$ cat config.mk
export PLATFORM = sky130hd
export DESIGN_NAME = gate_stream_packer_flat
export DESIGN_NICKNAME = d
export VERILOG_FILES = /design/src/rtl/gate_stream_packer_pkg.sv /design/src/rtl/gate_stream_packer_if.sv /design/src/rtl/gate_stream_packer_write_ctrl.sv /design/src/rtl/gate_stream_packer.sv /design/src/flat_wrapper.sv
export SDC_FILE = /design/constraint.sdc
export NUM_CORES = 1
export LEC_CHECK = 0
export ABC_AREA = 0
export CAP_MARGIN = 20
export CORE_MARGIN = 1.5
export CORE_UTILIZATION = 52
export DETAILED_ROUTE_END_ITERATION = 8
export GPL_TIMING_DRIVEN = 0
export PLACE_DENSITY_LB_ADDON = 0.12
export SYNTH_ARGS = -nofsm -noshare
export SYNTH_HDL_FRONTEND = slang
export SYNTH_SLANG_ARGS = --single-unit
$ cat constraint.sdc
create_clock -name clk_i -period 2.1 [get_ports clk_i]
set_input_delay 0.21 -clock clk_i [delete_from_list [all_inputs] [get_ports clk_i]]
set_output_delay 0.21 -clock clk_i [all_outputs]
set_load 0.005 [all_outputs]
$ cat src/rtl/gate_stream_packer_pkg.sv
// Shared definitions for the gate stream packer.
// Gate word layout, LSB first:
//   beats        : beat k at [k*BEAT_WIDTH +: BEAT_WIDTH], beat 0 = first accepted
//   count        : number of valid beats minus one, CW = $clog2(BEATS) bits
//   last (MSB)   : word closes a frame
package gate_stream_packer_pkg;

  function automatic int unsigned gate_width(input int unsigned beat_width,
                                             input int unsigned beats);
    return beats * beat_width + $clog2(beats) + 1;
  endfunction

  function automatic int unsigned count_offset(input int unsigned beat_width,
                                               input int unsigned beats);
    return beats * beat_width;
  endfunction

  function automatic int unsigned last_index(input int unsigned beat_width,
                                             input int unsigned beats);
    return beats * beat_width + $clog2(beats);
  endfunction

  localparam int unsigned DefBeatWidth = 8;
  localparam int unsigned DefBeats     = 4;

  // Field view of a gate word for the default geometry.
  typedef struct packed {
    logic                               last;
    logic [$clog2(DefBeats)-1:0]        count;
    logic [DefBeats*DefBeatWidth-1:0]   beats;
  } gate_word_t;

endpackage

$ cat src/rtl/gate_stream_packer_if.sv
// Stream-in / gate-out signal bundle of the gate stream packer.
//   in_valid, in_data, in_last : byte stream from upstream
//   in_ready                   : beat accepted when in_valid & in_ready
//   gate_open                  : gate source side open
//   gate_write, gate_data      : one-cycle write strobe and word to the gate
// Modport slave is the packer's view, master is the environment driving it.
interface gate_stream_packer_if
  import gate_stream_packer_pkg::*;
#(
  parameter int unsigned BEAT_WIDTH = 8,
  parameter int unsigned BEATS      = 4
) ();
  localparam int unsigned GATE_WIDTH = gate_width(BEAT_WIDTH, BEATS);

  logic                  in_valid;
  logic                  in_ready;
  logic [BEAT_WIDTH-1:0] in_data;
  logic                  in_last;
  logic                  gate_open;
  logic                  gate_write;
  logic [GATE_WIDTH-1:0] gate_data;

  modport slave (
    input  in_valid, in_data, in_last, gate_open,
    output in_ready, gate_write, gate_data
  );

  modport master (
    output in_valid, in_data, in_last, gate_open,
    input  in_ready, gate_write, gate_data
  );
endinterface

$ cat src/rtl/gate_stream_packer_write_ctrl.sv
// Hold register and gate write control.
//   clk_i, rstN_i : clock, synchronous active-low reset
//   load          : move load_data into the hold register this cycle
//   load_data     : assembled word
//   gate_open     : gate source side open
//   hold_free     : hold register can take a word this cycle
//   gate_write    : one-cycle write strobe
//   gate_data     : registered hold word
module gate_stream_packer_write_ctrl #(
  parameter int unsigned GATE_WIDTH = 35
) (
  input  logic                  clk_i,
  input  logic                  rstN_i,
  input  logic                  load,
  input  logic [GATE_WIDTH-1:0] load_data,
  input  logic                  gate_open,
  output logic                  hold_free,
  output logic                  gate_write,
  output logic [GATE_WIDTH-1:0] gate_data
);
  logic                  hold_valid_q;
  logic                  wait_close_q;
  logic [GATE_WIDTH-1:0] hold_data_q;

  // wait_close_q blocks a second write until the gate has been seen closed,
  // so a late-dropping open still yields one write per open period.
  assign gate_write = rstN_i & hold_valid_q & gate_open & ~wait_close_q;
  // A word leaving this cycle frees the slot for a same-cycle refill.
  assign hold_free  = ~hold_valid_q | gate_write;
  assign gate_data  = hold_data_q;

  always_ff @(posedge clk_i) begin
    if (!rstN_i) begin
      hold_valid_q <= 1'b0;
      wait_close_q <= 1'b0;
      hold_data_q  <= '0;
    end else begin
      if (load) begin
        hold_valid_q <= 1'b1;
        hold_data_q  <= load_data;
      end else if (gate_write) begin
        hold_valid_q <= 1'b0;
      end

      if (!gate_open) begin
        wait_close_q <= 1'b0;
      end else if (gate_write) begin
        wait_close_q <= 1'b1;
      end
    end
  end
endmodule

$ cat src/rtl/gate_stream_packer.sv
// Packs a narrow valid/ready beat stream into wide gate words and writes each
// word into the gate source side once per gate-open period.
//   clk_i  : source-domain clock
//   rstN_i : synchronous active-low reset
//   bus    : stream input and gate output (slave view)
// Beat counter and assembly register live here; the hold register and write
// strobe live in the write-control sub-module.
module gate_stream_packer
  import gate_stream_packer_pkg::*;
#(
  parameter int unsigned BEAT_WIDTH = 8,
  parameter int unsigned BEATS      = 4
) (
  input logic                    clk_i,
  input logic                    rstN_i,
  gate_stream_packer_if.slave    bus
);
  localparam int unsigned CW          = $clog2(BEATS);
  localparam int unsigned GATE_WIDTH  = gate_width(BEAT_WIDTH, BEATS);
  localparam int unsigned CountOffset = count_offset(BEAT_WIDTH, BEATS);
  localparam int unsigned LastIndex   = last_index(BEAT_WIDTH, BEATS);
  localparam logic [CW-1:0] LastSlot  = CW'(BEATS - 1);

  logic [CW-1:0]         beat_cnt_q;
  logic                  asm_full_q;
  logic [GATE_WIDTH-1:0] asm_data_q;

  logic accept;
  logic word_done;
  logic transfer;
  logic hold_free;

  assign bus.in_ready = rstN_i & ~asm_full_q;
  assign accept       = bus.in_valid & bus.in_ready;
  assign word_done    = (beat_cnt_q == LastSlot) | bus.in_last;
  assign transfer     = asm_full_q & hold_free;

  always_ff @(posedge clk_i) begin
    if (!rstN_i) begin
      beat_cnt_q <= '0;
      asm_full_q <= 1'b0;
      asm_data_q <= '0;
    end else if (transfer) begin
      // Clearing here keeps unfilled slots of the next partial word at zero.
      asm_full_q <= 1'b0;
      asm_data_q <= '0;
    end else if (accept) begin
      asm_data_q[32'(beat_cnt_q) * BEAT_WIDTH +: BEAT_WIDTH] <= bus.in_data;
      if (word_done) begin
        asm_full_q                     <= 1'b1;
        asm_data_q[CountOffset +: CW]  <= beat_cnt_q;
        asm_data_q[LastIndex]          <= bus.in_last;
        beat_cnt_q                     <= '0;
      end else begin
        beat_cnt_q <= beat_cnt_q + CW'(1);
      end
    end
  end

  gate_stream_packer_write_ctrl #(
    .GATE_WIDTH (GATE_WIDTH)
  ) u_write_ctrl (
    .clk_i      (clk_i),
    .rstN_i     (rstN_i),
    .load       (transfer),
    .load_data  (asm_data_q),
    .gate_open  (bus.gate_open),
    .hold_free  (hold_free),
    .gate_write (bus.gate_write),
    .gate_data  (bus.gate_data)
  );
endmodule

$ cat src/flat_wrapper.sv
// flat-port wrapper written by rule: the top's interface ports become plain ports
module gate_stream_packer_flat import gate_stream_packer_pkg::*;
#(
  parameter int unsigned BEAT_WIDTH = 8,
  parameter int unsigned BEATS      = 4
)
  (clk_i, rstN_i, bus_in_valid, bus_in_data, bus_in_last, bus_gate_open, bus_in_ready, bus_gate_write, bus_gate_data);
  gate_stream_packer_if #(.BEAT_WIDTH(BEAT_WIDTH), .BEATS(BEATS)) bus_i ();
  input logic clk_i;
  input logic rstN_i;
  input wire logic [$bits(bus_i.in_valid)-1:0] bus_in_valid;
  input wire logic [$bits(bus_i.in_data)-1:0] bus_in_data;
  input wire logic [$bits(bus_i.in_last)-1:0] bus_in_last;
  input wire logic [$bits(bus_i.gate_open)-1:0] bus_gate_open;
  output wire logic [$bits(bus_i.in_ready)-1:0] bus_in_ready;
  output wire logic [$bits(bus_i.gate_write)-1:0] bus_gate_write;
  output wire logic [$bits(bus_i.gate_data)-1:0] bus_gate_data;
  assign bus_i.in_valid = bus_in_valid;
  assign bus_i.in_data = bus_in_data;
  assign bus_i.in_last = bus_in_last;
  assign bus_i.gate_open = bus_gate_open;
  assign bus_in_ready = bus_i.in_ready;
  assign bus_gate_write = bus_i.gate_write;
  assign bus_gate_data = bus_i.gate_data;
  gate_stream_packer #(.BEAT_WIDTH(BEAT_WIDTH), .BEATS(BEATS)) u_core (.clk_i(clk_i), .rstN_i(rstN_i), .bus(bus_i));
endmodule
==> results by group <==
Run status
  • Status: finished clean

Place
  • IO Port Bufs: 48
  • Post-DP HPWL: 5020 um
  • Final GP Congestion: 0.811
  • Post-placement cell count: 494
  • Placed inst area: 0.00359 mm^2

Flow run
  • Max-cap violations: 0

Power and ir drop
  • Static Leakage: 1.30 nW
  • Power Dens Cells: 718 mW/mm^2
  • Register share of total power: 53.6%
  • Cell Int Power: 0.00207 W
  • Power Total: 0.00271 W
  • Clock share of power: 38.3%
  • Switching share of power: 23.4%
  • Combinational share of power: 8.2%
  • Sw Pwr: 0.000633 W
  • Peak VDD IR: 502 uV

Synthesis
  • Area contributors post-synth: dfxtp_1, nand3_1, nand2_1
  • EDFF count, synth: 0
  • Seq cells post-synth: 75
  • Main synth FF type: dfxtp_1
  • Yosys warns: 0
  • Mapped Nets: 394
  • Leading area contributor after synthesis: dfxtp_1
  • Post-Synthesis Cells: 374
  • Post-synth cell types: 31
  • Share of the synthesized area in the top cell type: 49.7%
  • Post-synthesis sequential area ratio: 49.7%
  • Syn_area_per_cell: 8.07 um^2
  • Async set or reset register ratio after synthesis: 0%
  • Mapped Area: 0.00302 mm^2

Critical path
  • CP Capture Type: flop
  • FF-to-FF End: u_core.asm_data_q[31]
  • CP endpoint: u_core.asm_data_q[31]
  • Critical Path RT: 2360 ps
  • CP startpoint kind: flop
  • FF-to-FF path depth: 6
  • Crit-path max FO: 10
  • Crit path DAT: 2260 ps
  • R2r setup slk: 100 ps
  • Crit Path Class: flop to flop
  • Worst R2R Start: u_core.beat_cnt_q[0]
  • Worst setup path start: u_core.beat_cnt_q[0]

CTS
  • H-tree levels: 3
  • Hold Buf Count CTS: 0
  • Sink Count: 75
  • CTS root buf: clkbuf_8
  • Clock Path Buffers: 2
  • Worst skew pair latency: 330 ps
  • Total CTS buffers: 9
  • Postcts setup bufs: 0
  • Post_cts resized: 0
  • Worst-path clk slew: 70 ps
  • CTS tree: done

Drt
  • DRC Markers: 0
  • Vias per cell: 5.32
  • Final ANT Viol Nets: 0
  • Routed WL per cell: 13.5 um
  • Via count: 2704
  • DRT Pass-1 Iters: 4
  • WL final: 6870 um
  • Drt initial violations: 121

STA
  • Min Tclk post-route: 2000 ps
  • Layout Skew: 7.00 ps
  • Endpoints failing setup: 0
  • Hold Fails Final Rpt: 0
  • Final worst-path cycle share: 95.3%
  • Final setup TNS: 0 ps
  • RSZ-0062 raised after global routing: true
  • Fmax: 0.500 GHz
  • Max Slew Vio Count: 0
  • Relative slew margins: 61.9%
  • Min Hold Slack: 304 ps
  • Slew @ Worst Pin: 568 ps

Floorplan
  • Core Footprint: 0.00554 mm^2
  • Io pins: 50
  • Die X: 79.2 um
  • Die Span Y: 79.2 um
  • Initial Utilization: 54.5%
  • Site row count: 27
  • DIE AREA: 0.00627 mm^2

Min path
  • Min-delay worst type: input pin to flop

Global routing
  • First-pass GRT wire length: 11700 um
  • Number of global-route vias before repair: 2578
  • Total track usage: 24.0%
  • Remaining global-route overflow: 0
  • Largest net degree at the start of global routing: 12
  • Initial antenna violation count: 0

Layout
  • Final non-filler cell area: 0.00377 mm^2
  • ANT cells: 0
  • Share of cells above drive strength 1: 8.03%
  • Synth-to-layout area growth: 24.9%
  • Fill count: 496
  • Nets: 453
  • Final Non-Filler Cells: 508
-- power by group through the flow --
stage | Combinational (W) | Sequential (W) | Clock, W
global placement | 0.000217 | 0.00148 | 0
global route | 0.000247 | 0.00145 | 0.00111
floorplan | 0.000140 | 0.00148 | 0
finish | 0.000221 | 0.00145 | 0.00104
detailed placement | 0.000221 | 0.00148 | 0
CTS | 0.000222 | 0.00145 | 0.00105
-- per-stage QoR --
| stage | setup WS, ps | util (%) |
|---|---|---|
| after global routing | -63.5 | 68.1 |
| final | 99.5 | 68.1 |
| after floorplan | 412 | - |
| after detailed placement | 125 | 64.8 |
| after global placement | 199 | 64.8 |
| after CTS | 96.8 | 68.1 |
-- critical path: stages (launching register included) --
cell and delay [ps]:
dfxtp_1 460, inv_1 180, ha_1 320, buf_2 190, nor3_1 460, nand3_1 170
a21oi_1 160
-- cell type report --
cell class	count	area [um^2]	share of cell area, %
tap	72	90.1	2.39
clock buffer	11	141	3.75
timing repair buffer	48	480	12.7
multi-input combinational	267	1370	36.3
buffer	27	131	3.48
clock inverter	3	40.0	1.06
sequential	75	1500	39.8
inverter	5	18.8	0.498
-- flip-flops by register name, summed over array words and instances (netlist names) --
register                          flops
u_core.asm_data_q                    35
u_core.asm_full_q                     1
u_core.beat_cnt_q                     2
u_core.u_write_ctrl.gate_data        35
u_core.u_write_ctrl.hold_valid_q      1
u_core.u_write_ctrl.wait_close_q      1
-- placed cells by master (no fill, tap or decap), types with 3 or more instances in the layout --
master,instances
clkbuf_8,10
nand3b_1,3
inv_1,5
dfxtp_1,75
ha_1,7
clkdlybuf4s50_1,48
and2_1,4
nor3_1,4
o21ai_0,35
o21ai_1,4
nand2_1,74
nor2b_1,3
nand2b_1,4
nor2_1,10
clkbuf_1,11
nand4_1,3
nand3_1,66
a21oi_1,36
buf_2,13
-- synth_stat cells (2+ instances only) --
library cell and instances:
ha_1 7, clkbuf_2 2, and2_1 4, o21ai_0 35
nand4_1 3, nor2_1 10, nand2b_1 4, dfxtp_1 75
clkbuf_1 10, nor3_1 4, and2b_1 2, nand3_1 66
o21ai_1 4, nor3b_2 2, buf_2 13, nand2_1 74
nand3b_1 3, or3_1 2, a21oi_1 36, nor2b_1 3
inv_1 5
-- logic make-up (layout without fill, tap and decap cells) --
group / count (synthesis) / in the layout / share of synthesized area (%)
DFF: 75 / 75 / 49.7
buffers and inverters: 32 / 94 / 4.97
and+or+nand+nor: 179 / 179 / 28.2
adders and majority gates: 7 / 7 / 2.90
AOI/OAI and AO/OA: 81 / 81 / 14.2
-- per-layer routing --
layer	vias to the layer above	wire (um)	global-route usage [%]	share of wire [%]
met3	10	327	3.91	4.8
met4	0	83	8.25	1.2
li1	1386	-	-	-
met5	-	0	0	0
met2	54	3270	40.8	48
met1	1254	3180	30.9	46
-- worst min-delay path by stage --
| stage | from | end | slack [ps] | depth (start not counted) |
|---|---|---|---|---|
| after floorplan | bus_gate_open | u_core.u_write_ctrl.wait_close_q | 340 | 1 |
| after global placement | u_core.asm_data_q[8] | u_core.asm_data_q[8] | 440 | 2 |
| after detailed placement | u_core.asm_data_q[25] | u_core.asm_data_q[25] | 440 | 2 |
| after CTS | rstN_i | u_core.asm_data_q[30] | 300 | 3 |
| after global routing | rstN_i | u_core.asm_data_q[30] | 320 | 3 |
| final | rstN_i | u_core.asm_data_q[30] | 300 | 3 |
Note: power is estimated with default switching activity, not from simulation.
